[src/rtl/ram_snap_pkg.sv]
// Shared definitions for the RAM snapshot sequencer: FSM state encoding.
package ram_snap_pkg;

  localparam int unsigned STATE_W = 3;

  typedef enum logic [STATE_W-1:0] {
    IDLE       = 3'd0,
    DUMP_PRIME = 3'd1,
    DUMP       = 3'd2,
    RESTORE    = 3'd3,
    FINISH     = 3'd4
  } state_t;

endpackage

[src/rtl/ram_snap_cksum.sv]
// Running modulo-2**DATA_WIDTH sum of migrated words (clear on start, add on enable).
// Only compiled when RAM_SNAP_CHECKSUM_EN is defined.
`ifdef RAM_SNAP_CHECKSUM_EN
module ram_snap_cksum #(
  parameter int unsigned DATA_WIDTH = 32
) (
  input  logic                  clk,
  input  logic                  rst_n,
  input  logic                  clr,
  input  logic                  en,
  input  logic [DATA_WIDTH-1:0] data,
  output logic [DATA_WIDTH-1:0] sum
);

  // Accumulator; clear wins over a same-cycle add.
  always_ff @(posedge clk or negedge rst_n) begin
    if (!rst_n) begin
      sum <= '0;
    end else if (clr) begin
      sum <= '0;
    end else if (en) begin
      sum <= sum + data;
    end
  end

endmodule
`endif

[src/rtl/ram_snapshot_ctrl.sv]
// Sequencer in front of a write-first block RAM: user access passthrough in IDLE,
// DUMP streams every entry out, RESTORE writes an incoming stream back.
// Optional feature macro: RAM_SNAP_CHECKSUM_EN (adds chk output and chk_ref compare).
module ram_snapshot_ctrl
  import ram_snap_pkg::*;
#(
  parameter int unsigned ADDR_WIDTH = 12,
  parameter int unsigned DATA_WIDTH = 32,
  parameter int unsigned WORDS      = 4096
) (
  input  logic                  clk,
  input  logic                  rst_n,
`ifdef RAM_SNAP_CHECKSUM_EN
  output logic [DATA_WIDTH-1:0] chk,
  input  logic [DATA_WIDTH-1:0] chk_ref,
`endif
  input  logic                  usr_we,
  input  logic [ADDR_WIDTH-1:0] usr_w_addr,
  input  logic [DATA_WIDTH-1:0] usr_w_data,
  input  logic [ADDR_WIDTH-1:0] usr_r_addr,
  output logic [DATA_WIDTH-1:0] usr_r_data,
  output logic                  usr_stall,
  input  logic                  dump_start,
  input  logic                  restore_start,
  output logic                  busy,
  output logic                  done,
  output logic                  err,
  output logic [DATA_WIDTH-1:0] dout_data,
  output logic                  dout_last,
  output logic                  dout_valid,
  input  logic                  dout_ready,
  input  logic [DATA_WIDTH-1:0] din_data,
  input  logic                  din_last,
  input  logic                  din_valid,
  output logic                  din_ready,
  output logic                  ram_we,
  output logic [ADDR_WIDTH-1:0] ram_w_addr,
  output logic [DATA_WIDTH-1:0] ram_w_data,
  output logic [ADDR_WIDTH-1:0] ram_r_addr,
  input  logic [DATA_WIDTH-1:0] ram_r_data
);

  localparam logic [ADDR_WIDTH-1:0] LAST_IDX = ADDR_WIDTH'(WORDS - 1);
  localparam logic [ADDR_WIDTH-1:0] CNT_ONE  = ADDR_WIDTH'(1);

  state_t                  state_q, state_d;
  logic [ADDR_WIDTH-1:0]   cnt_q, cnt_d;
  logic                    err_q, err_d;

  // Read data is never re-registered: dump data tracks the held read address.
  assign usr_r_data = ram_r_data;
  assign dout_data  = ram_r_data;
  assign err        = err_q;

`ifdef RAM_SNAP_CHECKSUM_EN
  logic dump_fire;
  logic rest_acc;
  logic start_clr;
  logic restore_op_q;

  assign dump_fire = (state_q == DUMP) & dout_ready;
  assign rest_acc  = (state_q == RESTORE) & din_valid;
  assign start_clr = (state_q == IDLE) & (dump_start | restore_start);

  // Remember which operation is running so FINISH only checks restores.
  always_ff @(posedge clk or negedge rst_n) begin
    if (!rst_n) begin
      restore_op_q <= 1'b0;
    end else if (start_clr) begin
      restore_op_q <= ~dump_start;
    end
  end

  ram_snap_cksum #(.DATA_WIDTH(DATA_WIDTH)) u_cksum (
    .clk   (clk),
    .rst_n (rst_n),
    .clr   (start_clr),
    .en    (dump_fire | rest_acc),
    .data  (dump_fire ? ram_r_data : din_data),
    .sum   (chk)
  );
`endif

  // State, address counter and sticky error registers.
  always_ff @(posedge clk or negedge rst_n) begin
    if (!rst_n) begin
      state_q <= IDLE;
      cnt_q   <= '0;
      err_q   <= 1'b0;
    end else begin
      state_q <= state_d;
      cnt_q   <= cnt_d;
      err_q   <= err_d;
    end
  end

  // Next-state logic and RAM/stream port muxing.
  always_comb begin
    state_d    = state_q;
    cnt_d      = cnt_q;
    err_d      = err_q;
    ram_we     = 1'b0;
    ram_w_addr = usr_w_addr;
    ram_w_data = usr_w_data;
    ram_r_addr = usr_r_addr;
    busy       = (state_q != IDLE);
    done       = 1'b0;
    usr_stall  = (state_q != IDLE) & usr_we;
    dout_valid = 1'b0;
    dout_last  = 1'b0;
    din_ready  = 1'b0;

    unique case (state_q)
      IDLE: begin
        ram_we = usr_we & rst_n;
        if (dump_start) begin
          state_d = DUMP_PRIME;
          cnt_d   = '0;
          err_d   = 1'b0;
        end else if (restore_start) begin
          state_d = RESTORE;
          cnt_d   = '0;
          err_d   = 1'b0;
        end
      end

      DUMP_PRIME: begin
        ram_r_addr = '0;
        state_d    = DUMP;
      end

      DUMP: begin
        dout_valid = 1'b1;
        dout_last  = (cnt_q == LAST_IDX);
        if (dout_ready) begin
          ram_r_addr = cnt_q + CNT_ONE;
          if (dout_last) begin
            state_d = FINISH;
          end else begin
            cnt_d = cnt_q + CNT_ONE;
          end
        end else begin
          ram_r_addr = cnt_q;
        end
      end

      RESTORE: begin
        din_ready = 1'b1;
        if (din_valid) begin
          ram_we     = 1'b1;
          ram_w_addr = cnt_q;
          ram_w_data = din_data;
          if (din_last || (cnt_q == LAST_IDX)) begin
            state_d = FINISH;
            err_d   = err_q | (din_last != (cnt_q == LAST_IDX));
          end else begin
            cnt_d = cnt_q + CNT_ONE;
          end
        end
      end

      FINISH: begin
        done    = 1'b1;
        state_d = IDLE;
`ifdef RAM_SNAP_CHECKSUM_EN
        if (restore_op_q && (chk != chk_ref)) begin
          err_d = 1'b1;
        end
`endif
      end

      default: begin
        state_d = IDLE;
      end
    endcase
  end

endmodule

[config.mk]
export PLATFORM = sky130hd
export DESIGN_NAME = ram_snapshot_ctrl
export DESIGN_NICKNAME = d
export VERILOG_FILES = /design/src/rtl/ram_snap_pkg.sv /design/src/rtl/ram_snap_cksum.sv /design/src/rtl/ram_snapshot_ctrl.sv
export SDC_FILE = /design/constraint.sdc
export NUM_CORES = 1
export LEC_CHECK = 0
export CORE_AREA = 2 2 99 101
export CTS_CLUSTER_DIAMETER = 150
export DETAILED_ROUTE_END_ITERATION = 7
export DIE_AREA = 0 0 101 103
export HOLD_SLACK_MARGIN = 0.15
export PLACE_DENSITY = 0.83
export SYNTH_ARGS = -nofsm -noshare
export SYNTH_HDL_FRONTEND = slang
export SYNTH_SLANG_ARGS = --single-unit
[constraint.sdc]
create_clock -name clk -period 2.26 [get_ports clk]
set_input_delay 0.452 -clock clk [delete_from_list [all_inputs] [get_ports clk]]
set_output_delay 0.452 -clock clk [all_outputs]
set_load 0.05 [all_outputs]
==> flow_summary.rst <==
.. list-table::
   :header-rows: 1

   * - Metric
     - Value
   * - Iteration-0 DRC Markers
     - 166
   * - Minimum period implied by the final worst setup slack
     - around 2.2 ns
   * - CP Data Arrival Time
     - 1.78 ns
   * - Mean instance size in the synthesized netlist
     - ~8.7 µm²
   * - Most common flop cell mapped by yosys
     - sky130_fd_sc_hd__dfrtp_1
   * - Top-Level Pins
     - 256
   * - Final number of setup-violating endpoints
     - 0
   * - First-pass GRT wire length
     - around 14000 µm
   * - Filler cells
     - 872
   * - Number of standard cells in the final layout excluding fillers
     - 514
   * - Critical path class
     - in -> out
   * - Clock tree from TritonCTS
     - built
   * - Worst hold-check path type
     - reg -> reg
   * - Total placed cells including tap cells
     - 506
   * - Aggregate global routing overflow
     - 0
   * - Via Count
     - 2499
   * - Nature of the critical path endpoint
     - output pin
   * - Hold EP
     - err$_DFFE_PN0P_
   * - Leakage power
     - 1.99 nW
   * - Fraction of the cycle the final worst path needs
     - 98.8%
   * - Global-route usage over all layers
     - 16.4%
   * - Count of cell types in the netlist
     - 51
   * - Result of the run
     - completed
   * - Mean routed wirelength per cell
     - 18.1 µm
   * - Count of port buffers added during placement
     - 159
   * - Via/cell ratio
     - about 5
   * - Worst reg2reg path startpoint
     - cnt_q[1]$_DFFE_PN0P_
   * - Die area
     - 10400 µm²
   * - Net count after synthesis
     - 413
   * - GPL Wtd Cong
     - 0.852
   * - Total of warnings raised by yosys
     - 0
   * - Share of async-settable or async-resettable flops after synthesis
     - 100%
   * - Post-Synthesis Cells
     - 283
   * - Fraction of layout cells with a size suffix above 1
     - 43.5%
   * - Final non-filler cell area
     - 4550 µm²
   * - Final Slew Violations
     - 0
   * - CP max FO
     - 21
   * - Site Rows
     - 36
   * - Clock transition at the register clock pins on the worst setup and hold paths after CTS
     - 0.06 ns
   * - Total of max-cap violations
     - 0
   * - Number of H-tree levels
     - 1
   * - Synth-to-layout area growth
     - 85.3%
   * - Pin count of the biggest net entering global routing
     - 25
   * - Total power density per cell area
     - 1060 nW/µm²
   * - Clock latency at the later pin of the worst-skew pair
     - 0.25 ns
   * - Final antenna diode count
     - 0
   * - WP data required
     - 1.81 ns
   * - Worst hold margin
     - between 0.5 and 0.6 ns
   * - DRC violation count after routing
     - 0
   * - Number of nets at the end of the flow
     - 532
   * - Final-report hold violation count
     - 0
   * - Pwr Total
     - roughly 0.0048 W
   * - Die X-Extent
     - 101 µm
   * - Reg2Reg Capture Point
     - cnt_q[9]$_DFFE_PN0P_
   * - Post-Place Cell Area
     - 4340 µm²
   * - Initial core utilization
     - 25.9%
   * - Maximum ir drop on the vdd rail
     - ~0.78 mV
   * - Commonest non-fill, non-tap cells in the layout
     - sky130_fd_sc_hd__clkdlybuf4s50_1 (95), sky130_fd_sc_hd__buf_12 (49), sky130_fd_sc_hd__buf_4 (33)
   * - Post-synth EDFFs
     - 0
   * - Antenna violations before repair
     - 0
   * - # clock sinks
     - 16
   * - Post-detail-place hpwl
     - 7720 µm
   * - Number of cells traversed by the worst register-to-register path
     - 9
   * - Placeable Area
     - 9460 µm²
   * - RSZ-0062 raised after global routing
     - yes
   * - Worst Clk Skew
     - 0.00331 ns
   * - Hold Startpoint
     - err$_DFFE_PN0P_
   * - Remaining antenna violation count
     - 0
   * - Measured slew at the worst slew-check pin
     - 0.503 ns
   * - Cts bufs inserted
     - 3
   * - Most frequent standard cell in the layout excluding fill and tap cells
     - sky130_fd_sc_hd__clkdlybuf4s50_1
   * - Number of global-route vias before repair
     - 2474
   * - Detailed Routing Iterations Pass 1
     - 4
   * - Largest buffer count on any clock path
     - 2
   * - FF+latch count, synth
     - 16
   * - Root buffer cell
     - sky130_fd_sc_hd__clkbuf_8
   * - Fraction of the yosys area taken by sequential cells
     - 16.3%
   * - Mapped Area
     - 2450 µm²
   * - Remaining max-slew budget at the tightest pin
     - 66.4%
   * - Maximum operating frequency
     - 0.448 GHz
   * - Worst setup margin
     - ~0.027 ns
   * - Final wirelength
     - 9320 µm
   * - Overall die height
     - approximately 100 µm
   * - Worst hold stages
     - 1
   * - Critical Path Source Type
     - input pin
   * - Reg-to-reg setup timing slack
     - 0.19 ns
   * - Worst Setup Slack post-DPL
     - -0.0205 ns
logic make-up after synthesis:
kind of cell               Yosys count  synth area share [%]
DFF                                 16                  16.3
buffers and inverters               89                  25.9
adders and majority gates            2                  1.02
xor gates and xnor gates            12                  4.28
muxes                               48                  21.9
and+or+nand+nor                     78                  18.5
AOI/OAI and AO/OA                   38                  12.1
how the worst max path moves through the flow:
stage	start	endpoint	slack (ns)	cells after the start
final	din_valid	ram_w_data[9]	0.03	5
after global routing	cnt_q[0]$_DFFE_PN0P_	ram_r_addr[8]	-0.03	7
after CTS	dout_ready	ram_r_addr[11]	0.003	6
after detailed placement	dout_ready	ram_r_addr[7]	-0.02	6
after global placement	dout_ready	ram_r_addr[11]	-0.003	6
after floorplan	state_q[0]$_DFFE_PN0P_	ram_r_addr[0]	-0.008	5
synthesized netlist by cell type, types with 2 or more instances:
library cell                n  area, µm²
sky130_fd_sc_hd__nor2_1     4       15.0
sky130_fd_sc_hd__inv_2      3       11.3
sky130_fd_sc_hd__or3_1      2       12.5
sky130_fd_sc_hd__a211o_1    2       17.5
sky130_fd_sc_hd__clkbuf_1   3       11.3
sky130_fd_sc_hd__nor3_1     6       30.0
sky130_fd_sc_hd__nor4_1     2       12.5
sky130_fd_sc_hd__nor3b_1    3       22.5
sky130_fd_sc_hd__a21oi_1    2       10.0
sky130_fd_sc_hd__nand3_1    9       45.0
sky130_fd_sc_hd__o21ai_0    4       20.0
sky130_fd_sc_hd__xor2_1    11       96.3
sky130_fd_sc_hd__mux2_1    45        507
sky130_fd_sc_hd__o22a_1     5       43.8
sky130_fd_sc_hd__and3_1     6       37.5
sky130_fd_sc_hd__buf_2      6       30.0
sky130_fd_sc_hd__buf_6      6       67.6
sky130_fd_sc_hd__dfrtp_1   16        400
sky130_fd_sc_hd__inv_1      4       15.0
sky130_fd_sc_hd__o211ai_1   2       15.0
sky130_fd_sc_hd__a221o_1    3       30.0
sky130_fd_sc_hd__and4_1     3       26.3
sky130_fd_sc_hd__ha_1       2       25.0
sky130_fd_sc_hd__nand2_1   22       82.6
sky130_fd_sc_hd__buf_4     66        495
sky130_fd_sc_hd__and2_1     3       18.8
sky130_fd_sc_hd__o21ai_1    9       45.0
sky130_fd_sc_hd__a21bo_2    4       40.0
sky130_fd_sc_hd__nand4_1    6       37.5
sky130_fd_sc_hd__mux2i_1    3       30.0
layer usage:
layer / GRT usage, % / vias to the layer above / wire length [µm]
li1: - / 1177 / -
met1: 19.4 / 1165 / 3500
met2: 31.1 / 149 / 5040
met3: 3.66 / 8 / 706
met4: 1.77 / 0 / 75
met5: 0 / - / 0
critical path: stages:
cell                              delay, ns
sky130_fd_sc_hd__clkdlybuf4s50_1       0.45
sky130_fd_sc_hd__nand2_4               0.14
sky130_fd_sc_hd__buf_12                0.19
sky130_fd_sc_hd__mux2_2                0.39
sky130_fd_sc_hd__buf_12                0.16
final cells by class:
type / instances / area [µm²] / area share [%]
Tap cell: 114 / 143 / 3.14
Timing Repair Buffer: 196 / 2410 / 53.0
Clock buffer: 3 / 41.3 / 0.908
Inverter: 7 / 28.8 / 0.633
Sequential cell: 16 / 402 / 8.83
Multi-Input combinational cell: 178 / 1520 / 33.5
registers in the layout (all words and copies together) (netlist names):
register and count:
err 1, cnt_q 12, state_q 3
report_power, final:
group / switching, W / total, W / internal [W]
Clock: 0.0000965 / 0.000215 / 0.000118
Combinational: 0.00225 / 0.00418 / 0.00193
Sequential: 0.0000720 / 0.000447 / 0.000375
Total: 0.00242 / 0.00484 / 0.00242
through the flow:
| stage | TNS [ns] | utilization [%] |
|---|---|---|
| after CTS | 0 | 46.5 |
| after global routing | -0.0850 | 48.1 |
| after floorplan | -0.102 | - |
| after global placement | -0.00266 | 45.9 |
| after detailed placement | -0.0509 | 45.9 |
| final | 0 | 48.1 |
timing repair:
action | in CTS | in global routing
cloned | 0 | 1
setup buffers | 1 | 3
pin swaps | 1 | 8
setup endpoints to repair | 49 | 31
gates resized for setup | 3 | 27
hold buffers | 0 | 0
(Power assumes the default switching activity.)
